$ cat src/rtl/vga_pkg.sv
`default_nettype none
// +----------------------------------------------------------------------------+
// | Module   : vga_pkg                                                         |
// | Purpose  : Shared VGA types, default 640x480@60 timing, bar colour lookup  |
// | Revision : 1.0                                                             |
// +----------------------------------------------------------------------------+
package vga_pkg;

    typedef enum logic [1:0] {PM_BARS, PM_GRID, PM_RAMP, PM_SCROLL} pattern_mode_t;

    localparam int c_RGB_WIDTH  = 10;
    localparam int c_H_DISPLAY  = 640;
    localparam int c_H_FP       = 16;
    localparam int c_H_SYNC     = 96;
    localparam int c_H_BP       = 48;
    localparam int c_V_DISPLAY  = 480;
    localparam int c_V_FP       = 10;
    localparam int c_V_SYNC     = 2;
    localparam int c_V_BP       = 33;
    localparam int c_GRID_SHIFT = 5;

    // Returns {r_on, g_on, b_on} for bars 0..7: white..black
    function automatic logic [2:0] bar_color(input logic [2:0] idx);
        logic [2:0] rgb;
        case (idx)
            3'd0:    rgb = 3'b111;
            3'd1:    rgb = 3'b110;
            3'd2:    rgb = 3'b011;
            3'd3:    rgb = 3'b010;
            3'd4:    rgb = 3'b101;
            3'd5:    rgb = 3'b100;
            3'd6:    rgb = 3'b001;
            default: rgb = 3'b000;
        endcase
        return rgb;
    endfunction

endpackage
`default_nettype wire

$ cat src/rtl/vga_timing.sv
`default_nettype none
// +----------------------------------------------------------------------------+
// | Module   : vga_timing                                                      |
// | Purpose  : Raster counters, sync/visible decode and frame wrap strobes     |
// | Revision : 1.0                                                             |
// +----------------------------------------------------------------------------+
module vga_timing
    import vga_pkg::*;
#(
    parameter int H_DISPLAY = c_H_DISPLAY,
    parameter int H_FP      = c_H_FP,
    parameter int H_SYNC    = c_H_SYNC,
    parameter int H_BP      = c_H_BP,
    parameter int V_DISPLAY = c_V_DISPLAY,
    parameter int V_FP      = c_V_FP,
    parameter int V_SYNC    = c_V_SYNC,
    parameter int V_BP      = c_V_BP,
    parameter bit HSYNC_POL = 1'b0,
    parameter bit VSYNC_POL = 1'b0,
    localparam int H_TOTAL  = H_DISPLAY + H_FP + H_SYNC + H_BP,
    localparam int V_TOTAL  = V_DISPLAY + V_FP + V_SYNC + V_BP,
    localparam int CW       = $clog2(H_TOTAL),
    localparam int VW       = $clog2(V_TOTAL)
) (
    input  logic          clk,
    input  logic          rst_n,
    output logic [CW-1:0] o_h_cnt,
    output logic [VW-1:0] o_v_cnt,
    output logic          o_hsync,
    output logic          o_vsync,
    output logic          o_visible,
    output logic          o_line_end,
    output logic          o_frame_end,
    output logic          o_frame_origin
);

    logic [CW-1:0] r_h_cnt;
    logic [VW-1:0] r_v_cnt;
    logic [31:0]   w_h;
    logic [31:0]   w_v;
    logic          w_line_end;
    logic          w_last_line;

    assign w_h         = 32'(r_h_cnt);
    assign w_v         = 32'(r_v_cnt);
    assign w_line_end  = (r_h_cnt == CW'(H_TOTAL - 1));
    assign w_last_line = (r_v_cnt == VW'(V_TOTAL - 1));

    always_ff @(posedge clk or negedge rst_n) begin
        if (!rst_n) begin
            r_h_cnt <= '0;
            r_v_cnt <= '0;
        end else if (w_line_end) begin
            r_h_cnt <= '0;
            r_v_cnt <= w_last_line ? '0 : r_v_cnt + VW'(1);
        end else begin
            r_h_cnt <= r_h_cnt + CW'(1);
        end
    end

    assign o_h_cnt        = r_h_cnt;
    assign o_v_cnt        = r_v_cnt;
    assign o_hsync        = (w_h >= H_DISPLAY + H_FP && w_h < H_DISPLAY + H_FP + H_SYNC)
                            ? HSYNC_POL : ~HSYNC_POL;
    assign o_vsync        = (w_v >= V_DISPLAY + V_FP && w_v < V_DISPLAY + V_FP + V_SYNC)
                            ? VSYNC_POL : ~VSYNC_POL;
    assign o_visible      = (w_h < H_DISPLAY) && (w_v < V_DISPLAY);
    assign o_line_end     = w_line_end;
    assign o_frame_end    = w_line_end && w_last_line;
    assign o_frame_origin = (r_h_cnt == '0) && (r_v_cnt == '0);

endmodule
`default_nettype wire

$ cat src/rtl/vga_pattern_gen.sv
`default_nettype none
// +----------------------------------------------------------------------------+
// | Module   : vga_pattern_gen                                                 |
// | Purpose  : VGA timing plus four frame-synchronous selectable test patterns |
// | Revision : 1.0                                                             |
// +----------------------------------------------------------------------------+
module vga_pattern_gen
    import vga_pkg::*;
#(
    parameter int RGB_WIDTH  = c_RGB_WIDTH,
    parameter int H_DISPLAY  = c_H_DISPLAY,
    parameter int H_FP       = c_H_FP,
    parameter int H_SYNC     = c_H_SYNC,
    parameter int H_BP       = c_H_BP,
    parameter int V_DISPLAY  = c_V_DISPLAY,
    parameter int V_FP       = c_V_FP,
    parameter int V_SYNC     = c_V_SYNC,
    parameter int V_BP       = c_V_BP,
    parameter bit HSYNC_POL  = 1'b0,
    parameter bit VSYNC_POL  = 1'b0,
    parameter int GRID_SHIFT = c_GRID_SHIFT
) (
    input  logic                 pixel_clk,
    input  logic                 reset_n,
    input  logic [1:0]           mode,
    output logic [RGB_WIDTH-1:0] R,
    output logic [RGB_WIDTH-1:0] G,
    output logic [RGB_WIDTH-1:0] B,
    output logic                 HSYNC,
    output logic                 VSYNC,
    output logic                 DISPLAY,
    output logic                 frame_start
);

    localparam int c_H_TOTAL = H_DISPLAY + H_FP + H_SYNC + H_BP;
    localparam int c_V_TOTAL = V_DISPLAY + V_FP + V_SYNC + V_BP;
    localparam int c_CW      = $clog2(c_H_TOTAL);
    localparam int c_VW      = $clog2(c_V_TOTAL);
    localparam int c_BAR_W   = H_DISPLAY / 8;
    localparam int c_PW      = (c_BAR_W > 1) ? $clog2(c_BAR_W) : 1;

    logic [c_CW-1:0]      w_h_cnt;
    logic [c_VW-1:0]      w_v_cnt;
    logic                 w_hsync, w_vsync, w_visible;
    logic                 w_line_end, w_frame_end, w_origin;
    pattern_mode_t        r_mode_q;
    logic [7:0]           r_frame_cnt;
    logic [c_PW-1:0]      r_bar_pix;
    logic [2:0]           r_bar_idx;
    logic [2:0]           w_scroll_idx;
    logic                 w_grid_on;
    logic [RGB_WIDTH-1:0] w_ramp;
    logic [2:0]           w_bits;
    logic                 w_use_ramp;
    logic [RGB_WIDTH-1:0] w_r, w_g, w_b;
    logic                 w_unused_fcnt;

    vga_timing #(
        .H_DISPLAY (H_DISPLAY), .H_FP (H_FP), .H_SYNC (H_SYNC), .H_BP (H_BP),
        .V_DISPLAY (V_DISPLAY), .V_FP (V_FP), .V_SYNC (V_SYNC), .V_BP (V_BP),
        .HSYNC_POL (HSYNC_POL), .VSYNC_POL (VSYNC_POL)
    ) u_timing (
        .clk            (pixel_clk),
        .rst_n          (reset_n),
        .o_h_cnt        (w_h_cnt),
        .o_v_cnt        (w_v_cnt),
        .o_hsync        (w_hsync),
        .o_vsync        (w_vsync),
        .o_visible      (w_visible),
        .o_line_end     (w_line_end),
        .o_frame_end    (w_frame_end),
        .o_frame_origin (w_origin)
    );

    // Mode and frame count move together at the frame wrap, so a new pattern never tears
    always_ff @(posedge pixel_clk or negedge reset_n) begin
        if (!reset_n) begin
            r_mode_q    <= PM_BARS;
            r_frame_cnt <= '0;
        end else if (w_frame_end) begin
            r_mode_q    <= pattern_mode_t'(mode);
            r_frame_cnt <= r_frame_cnt + 8'd1;
        end
    end

    // Cleared on line wrap so the counters track h_cnt = 0 in the same cycle
    always_ff @(posedge pixel_clk or negedge reset_n) begin
        if (!reset_n) begin
            r_bar_pix <= '0;
            r_bar_idx <= '0;
        end else if (w_line_end) begin
            r_bar_pix <= '0;
            r_bar_idx <= '0;
        end else if (r_bar_pix == c_PW'(c_BAR_W - 1)) begin
            r_bar_pix <= '0;
            r_bar_idx <= (r_bar_idx == 3'd7) ? 3'd7 : r_bar_idx + 3'd1;
        end else begin
            r_bar_pix <= r_bar_pix + c_PW'(1);
        end
    end

    assign w_scroll_idx  = r_bar_idx + r_frame_cnt[5:3];
    assign w_unused_fcnt = ^{r_frame_cnt[7:6], r_frame_cnt[2:0]};
    assign w_grid_on     = (w_h_cnt[GRID_SHIFT-1:0] == '0)
                        || (w_v_cnt[GRID_SHIFT-1:0] == '0)
                        || (w_h_cnt == c_CW'(H_DISPLAY - 1))
                        || (w_v_cnt == c_VW'(V_DISPLAY - 1));

    generate
        if (c_CW >= RGB_WIDTH) begin : g_ramp_trunc
            assign w_ramp = w_h_cnt[c_CW-1 -: RGB_WIDTH];
        end else begin : g_ramp_pad
            assign w_ramp = {w_h_cnt, {(RGB_WIDTH - c_CW){1'b0}}};
        end
    endgenerate

    always_comb begin
        w_bits     = 3'b000;
        w_use_ramp = 1'b0;
        w_r        = '0;
        w_g        = '0;
        w_b        = '0;
        case (r_mode_q)
            PM_BARS:   w_bits     = bar_color(r_bar_idx);
            PM_GRID:   w_bits     = {3{w_grid_on}};
            PM_RAMP:   w_use_ramp = 1'b1;
            PM_SCROLL: w_bits     = bar_color(w_scroll_idx);
            default:   w_bits     = 3'b000;
        endcase
        if (w_visible) begin
            w_r = w_use_ramp ? w_ramp : {RGB_WIDTH{w_bits[2]}};
            w_g = w_use_ramp ? w_ramp : {RGB_WIDTH{w_bits[1]}};
            w_b = w_use_ramp ? w_ramp : {RGB_WIDTH{w_bits[0]}};
        end
    end

    always_ff @(posedge pixel_clk or negedge reset_n) begin
        if (!reset_n) begin
            R           <= '0;
            G           <= '0;
            B           <= '0;
            HSYNC       <= ~HSYNC_POL;
            VSYNC       <= ~VSYNC_POL;
            DISPLAY     <= 1'b0;
            frame_start <= 1'b0;
        end else begin
            R           <= w_r;
            G           <= w_g;
            B           <= w_b;
            HSYNC       <= w_hsync;
            VSYNC       <= w_vsync;
            DISPLAY     <= w_visible;
            frame_start <= w_origin;
        end
    end

endmodule
`default_nettype wire

$ cat config.mk
export PLATFORM = sky130hd
export DESIGN_NAME = vga_pattern_gen
export DESIGN_NICKNAME = d
export VERILOG_FILES = /design/src/rtl/vga_pkg.sv /design/src/rtl/vga_timing.sv /design/src/rtl/vga_pattern_gen.sv
export SDC_FILE = /design/constraint.sdc
export NUM_CORES = 1
export LEC_CHECK = 0
export ABC_CLOCK_PERIOD_IN_PS = 1900
export CELL_PAD_IN_SITES_DETAIL_PLACEMENT = 0
export CELL_PAD_IN_SITES_GLOBAL_PLACEMENT = 1
export CORE_MARGIN = 2
export CORE_UTILIZATION = 41
export CTS_BUF_LIST = sky130_fd_sc_hd__clkbuf_8
export CTS_CLUSTER_SIZE = 8
export DETAILED_ROUTE_END_ITERATION = 12
export GPL_TIMING_DRIVEN = 0
export PLACE_DENSITY_LB_ADDON = 0.1
export SLEW_MARGIN = 20
export SYNTH_ARGS = -nofsm -noshare
export SYNTH_HDL_FRONTEND = slang
export SYNTH_SLANG_ARGS = --single-unit
$ cat constraint.sdc
create_clock -name pixel_clk -period 1.9 [get_ports pixel_clk]
set_input_delay 0.38 -clock pixel_clk [delete_from_list [all_inputs] [get_ports pixel_clk]]
set_output_delay 0.38 -clock pixel_clk [all_outputs]
set_load 0.005 [all_outputs]
## After elaboration in Yosys (flattened, before gate mapping)

Cells that the tools add are included.

- Register bits after elaboration: 74
- Logic and storage cells: 81

- Add/subtract/negate cells: 6
- $lt $le $gt $ge: 6
- Equality and inequality tests: 21
- Mux-type cells: 19
- Reductions and logical operators: 16

Operators by type and width:

| operator | count |
|---|---|
| 10-bit two-way mux | 8 |
| 3-bit case mux with 7 select lines | 2 |
| 10-bit equality test (second input constant) | 3 |
| 3-bit equality test (second input constant) | 7 |
| 10-bit by 1-bit adder with 10-bit output (second input constant) | 2 |
| 10-bit logical NOT | 2 |
| 10-bit less-than comparator (second input constant) | 2 |
| 10-bit by 9-bit less-than comparator with 1-bit output (second input constant) | 2 |
| 7-bit two-way mux | 2 |
| 3-bit by 2-bit equality test with 1-bit output (second input constant) | 4 |
| 10-bit by 9-bit equality test with 1-bit output (second input constant) | 1 |
| 10-bit greater-or-equal comparator (second input constant) | 1 |
| 10-bit by 9-bit greater-or-equal comparator with 1-bit output (second input constant) | 1 |
| 5-bit logical NOT | 2 |
| 3-bit two-way mux | 3 |
| 3-bit case mux with 3 select lines | 1 |
| 8-bit by 1-bit adder with 8-bit output (second input constant) | 1 |
| 7-bit by 1-bit adder with 7-bit output (second input constant) | 1 |
| 7-bit equality test (second input constant) | 1 |
| 3-bit by 1-bit equality test with 1-bit output (second input constant) | 2 |
| 3-bit logical NOT | 2 |
| 1-bit logical AND | 5 |
| 2-bit equality test (second input constant) | 2 |
| 3-bit by 1-bit adder with 3-bit output (second input constant) | 1 |
| other kinds (6) | 10 |

## Longest topological paths before layout

- Depth after elaboration: 7
- Depth in mapped cells: 7
- Gate-level depth less buffers: 6

## By module

Synthesis repeated with hierarchy kept, for this count alone.

- Cell total of the unflattened synthesis: 293
- Area total of the unflattened synthesis: 3,325.7 µm²

By module, submodules not included:

| module | instances | cells an instance | area an instance (µm²) | seq. area each (µm²) |
|---|---|---|---|---|
| vga_pattern_gen | 1 | 181 | 2,217.1 | 1,303.8 |
| vga_timing | 1 | 112 | 1,108.6 | 500.5 |

## Worst setup path before layout

No wires, ideal clock.

- Path kind: reg2reg
- Start point: reg u_timing.r_h_cnt[0], in the netlist u_timing.o_h_cnt[0]
- End point: reg B[7]
- Setup time: 0.147 ns
- Arrival time: 1.786 ns
- Path slack: -0.033 ns
- Stages on the path, launching flop included: 8
- Path through: dfrtp_1 ha_1 and4_1 buf_2 and4_1 nor3_1 buf_4 a21oi_1

- Longest elaborated chain between the ends: 7
- Elaborated cells on any way between the ends: 10

Ends and longest elaborated chain:

| element | RTL line | source |
|---|---|---|
| start, declared | vga_timing.sv:37 | `logic [CW-1:0] r_h_cnt;` |
| start signal, assigned | vga_timing.sv:57 | `r_h_cnt <= r_h_cnt + CW'(1);` |
| 5-bit logical NOT | vga_pattern_gen.sv:104 | `assign w_grid_on = (w_h_cnt[GRID_SHIFT-1:0] == '0)` |
| 1-bit logical OR | vga_pattern_gen.sv:105 | `\|\| (w_v_cnt[GRID_SHIFT-1:0] == '0)` |
| 1-bit logical OR | vga_pattern_gen.sv:106 | `\|\| (w_h_cnt == c_CW'(H_DISPLAY - 1))` |
| 1-bit logical OR | vga_pattern_gen.sv:107 | `\|\| (w_v_cnt == c_VW'(V_DISPLAY - 1));` |
| 3-bit case mux with 3 select lines | vga_pattern_gen.sv:123 | `case (r_mode_q)` |
| 10-bit two-way mux | vga_pattern_gen.sv:133 | `w_b = w_use_ramp ? w_ramp : {RGB_WIDTH{w_bits[0]}};` |
| 10-bit two-way mux (*) | vga_pattern_gen.sv:130 | `if (w_visible) begin` |
| named net w_b[7] | vga_pattern_gen.sv:55 | `logic [RGB_WIDTH-1:0] w_r, w_g, w_b;` |
| end signal, assigned | vga_pattern_gen.sv:149 | `B <= w_b;` |
| end, declared | vga_pattern_gen.sv:28 | `output logic [RGB_WIDTH-1:0] B,` |

Mark *: on every way through the listed nets, which the timed path passes. The rest lies on a longest branch.
A chain may end at the register's enable or synchronous reset.

## Worst setup path in the final report

- Start point: reg u_timing.r_h_cnt[5], in the netlist u_timing.o_h_cnt[5]
- End point: reg u_timing.r_v_cnt[9], in the netlist u_timing.o_v_cnt[9]

- Longest elaborated chain between the ends: 1

Ends and longest elaborated chain:

| element | RTL line | source |
|---|---|---|
| 10-bit equality test | vga_timing.sv:46 | `assign w_line_end = (r_h_cnt == CW'(H_TOTAL - 1));` |
| end signal, assigned | vga_timing.sv:55 | `r_v_cnt <= w_last_line ? '0 : r_v_cnt + VW'(1);` |
| end, declared | vga_timing.sv:38 | `logic [VW-1:0] r_v_cnt;` |

Every way passes these cells.

==> impl_metrics.tcl <==
set metrics [dict create \
    outcome "finished clean" \
    synth-edff-count 0 \
    cp.required_ns 2.12 \
    clk_pin_slew_ns 0.08 \
    total_power_w 0.00279 \
    fin_area_um2 4290 \
    io_pins 38 \
    fin_nets 380 \
    top_layer "met4" \
    grt_pass1_wl_mm 11.5 \
    port_buffers 37 \
    clockRootBuffer "clkbuf_8" \
    placed_area_um2 3800 \
    clock_latency_ns 0.34 \
    cp.arrival_ns 2.05 \
    layout-drive-gt1-share_pct 20.3 \
    wl_met2_mm 3.32 \
    hp-class "input pin to async pin" \
    cts.sinks 72 \
    vias_per_cell 5.06 \
    timing.rr.end "u_timing.o_v_cnt[9]$_DFFE_PN0P_" \
    core_um2 7730 \
    fin_cells 471 \
    cap_viol_max_count 0 \
    cts_tree "yes" \
    cts_max_path_buffers 2 \
    syn2layout_area_growth_pct 31.2 \
    overflow 0 \
    fin_crit_sh_pct 96.4 \
    grt_max_degree 56 \
    numCtsBuffers 9 \
    start_util_pct 42.3 \
    rr_worst_depth 7 \
    timing.reg2reg.setup_slack_ns 0.07 \
    fp.dieArea_um2 8700 \
    async_flop_share_pct 100 \
    final-hold-violation-count 0 \
    grt_usage_pct 17.1 \
    timing.slew.headroom_pct 68.1 \
    htree_levels 3 \
    path_max_fanout 8 \
    syn_avg_cell_area_um2 10.9 \
    slew_violations 0 \
    fmax_mhz 546 \
    std_cell_rows 32 \
    routed_wl_mm 6.70 \
    seq_area_frac_synth_pct 55.2 \
    worst_pin_slew_ns 0.474 \
    crit_type "register to register" \
    reg2reg_from "u_timing.o_h_cnt[5]$_DFF_PN0_" \
    vias 2382 \
    ys.flop_type "dfrtp_1" \
    setup_violations 0 \
    placed_cells 439 \
    antenna_cells 0 \
    dr.pass1.iters 4 \
    yosysTopAreaCell "dfrtp_1" \
    synth_fp_nets 315 \
    syn_area_um2 3270 \
    wire_per_inst_um 14.2 \
    wl_met3_um 281 \
    clock_skew_ns 0.00764 \
    synth_warnings 0 \
    die_h_um 93.3 \
    ys_ff_latch 72 \
    drc 0 \
    drt-initial-drc-count 95 \
    place_congestion 0.809 \
    yosys-top-cells-area "dfrtp_1, a21oi_1, ha_1, xnor2_1, xor2_1" \
    synth_cells 299 \
    ir_worst_vdd_uv 391 \
    grt_pass1_vias 2384 \
    routedLengthMet1_mm 2.97 \
    postRouteAntennaNets 0 \
    fin_crit_ns 1.83 \
    synth_most_common_cell "dfrtp_1" \
    powerDensity_nw_per_um2 651 \
    start_kind "register" \
    p_leak_nw 1.71 \
    end_kind "register" \
    netlist_top_cells_count "dfrtp_1, a21oi_1, nor2_1" \
    antenna_found_initial 0 \
    synth_top_area_share_pct 53.6 \
    rsz0062_at_grt "yes" \
    fp.dieW_um 93.3 \
    dpl.hpwl_mm 4.59 \
    fillCellCount 693 \
    yosysUniqueCellTypes 46 \
]
-- final cells by class --
type                    instances  area, um2  area share [%]
plain buffers                  15        126            2.95
clock buffers                  10        138            3.21
clock inverters                 6       66.3            1.55
inverters                      12       45.0            1.05
multi-input cells             200       1460            34.1
flip-flops and latches         72       1810            42.1
well taps                     102        128            2.98
repair buffers                 54        518            12.1
-- worst max-delay path: stages, from the launching register on --
cell,delay [ns]
dfrtp_1,0.36
buf_4,0.16
nor4b_4,0.35
buf_4,0.19
buf_4,0.10
nand4_1,0.19
o32ai_2,0.25
mux2i_1,0.10
-- per-layer routing --
| layer | vias to the layer above | GRT usage (%) |
|---|---|---|
| met2 | 58 | 27.7 |
| met3 | 11 | 3.30 |
| met5 | - | 0 |
| li1 | 1180 | - |
| met4 | 0 | 8.58 |
| met1 | 1133 | 21.9 |
-- how the worst max path moves through the flow --
stage                     depth (start not counted)                       startpoint                              end  slack, ns
after global routing                              7    u_timing.o_h_cnt[5]$_DFF_PN0_  u_timing.o_v_cnt[9]$_DFFE_PN0P_      -0.03
after floorplan                                   7    u_timing.o_h_cnt[0]$_DFF_PN0_          r_mode_q[1]$_DFFE_PN0P_       0.07
final                                             7    u_timing.o_h_cnt[5]$_DFF_PN0_  u_timing.o_v_cnt[9]$_DFFE_PN0P_       0.07
after detailed placement                          6         r_bar_idx[0]$_DFFE_PN0P_                   G[9]$_DFF_PN0_      -0.29
after global placement                            1                          reset_n           r_bar_pix[3]$_DFF_PN0_      -1.94
after CTS                                         7  u_timing.o_v_cnt[0]$_DFFE_PN0P_                   G[9]$_DFF_PN0_      0.002
-- repair_timing --
action | 4_1_cts | 5_1_grt
buffers inserted | 8 | 7
pin swaps | 4 | 5
resized for setup | 15 | 28
endpoints found under the setup margin | 51 | 50
hold buffers | 1 | 0
hold endpoints to repair | 15 | 0
-- sequential cells by signal, indices dropped and copies added (netlist names) --
register          cells
u_timing.o_h_cnt     10
HSYNC                 1
R                    10
r_mode_q              2
G                    10
r_frame_cnt           6
VSYNC                 1
DISPLAY               1
B                    10
r_bar_pix             7
u_timing.o_v_cnt     10
frame_start           1
r_bar_idx             3
-- where the power goes --
part | internal, W | total [W] | switching, W | leakage [nW]
combinational | 0.0000123 | 0.0000421 | 0.0000298 | 0.814
clock | 0.000644 | 0.00122 | 0.000576 | 0.0949
sequential | 0.00153 | 0.00153 | 0 | 0.803
total | 0.00219 | 0.00279 | 0.000606 | 1.71
-- per-stage QoR --
step           TNS, ns  setup WS, ns  hold WS, ns  util [%]
6_report             0        0.0685        0.446      55.5
5_1_grt         -0.107       -0.0349        0.460      55.5
4_1_cts              0       0.00176        0.443      53.5
3_5_place_dp     -8.37        -0.292        0.278      49.1
3_3_place_gp   -144.11         -1.94        0.439      48.8
2_1_floorplan        0        0.0745       0.0844         -
-- layout by cell type, fill, tap and decap left out, types with 3 or more instances in the layout --
| master | count |
|---|---|
| nand2_1 | 8 |
| a21oi_1 | 31 |
| dfrtp_1 | 69 |
| o21ai_0 | 16 |
| and2_1 | 5 |
| xnor2_1 | 14 |
| inv_1 | 11 |
| nor3_1 | 7 |
| clkbuf_1 | 3 |
| nand3_1 | 16 |
| and4_1 | 5 |
| and3_1 | 5 |
| ha_1 | 9 |
| a21oi_2 | 3 |
| clkinvlp_4 | 3 |
| buf_4 | 17 |
| nor2_1 | 18 |
| buf_6 | 6 |
| clkdlybuf4s50_1 | 36 |
| clkbuf_8 | 10 |
| nand4_1 | 5 |
| xor2_1 | 11 |
-- logic make-up after synthesis --
kind of cell             count (synthesis)  share of synthesized area, %
AND/OR/NAND/NOR                        100                          18.1
flip-flops                              72                          55.2
AO/OA/AOI/OAI                           60                          9.80
buffers and inverters                   27                          4.36
XOR/XNOR                                25                          6.70
adder cells (fa/ha/maj)                 12                          4.82
multiplexers                             3                         0.995
(Power assumes the default switching activity.)
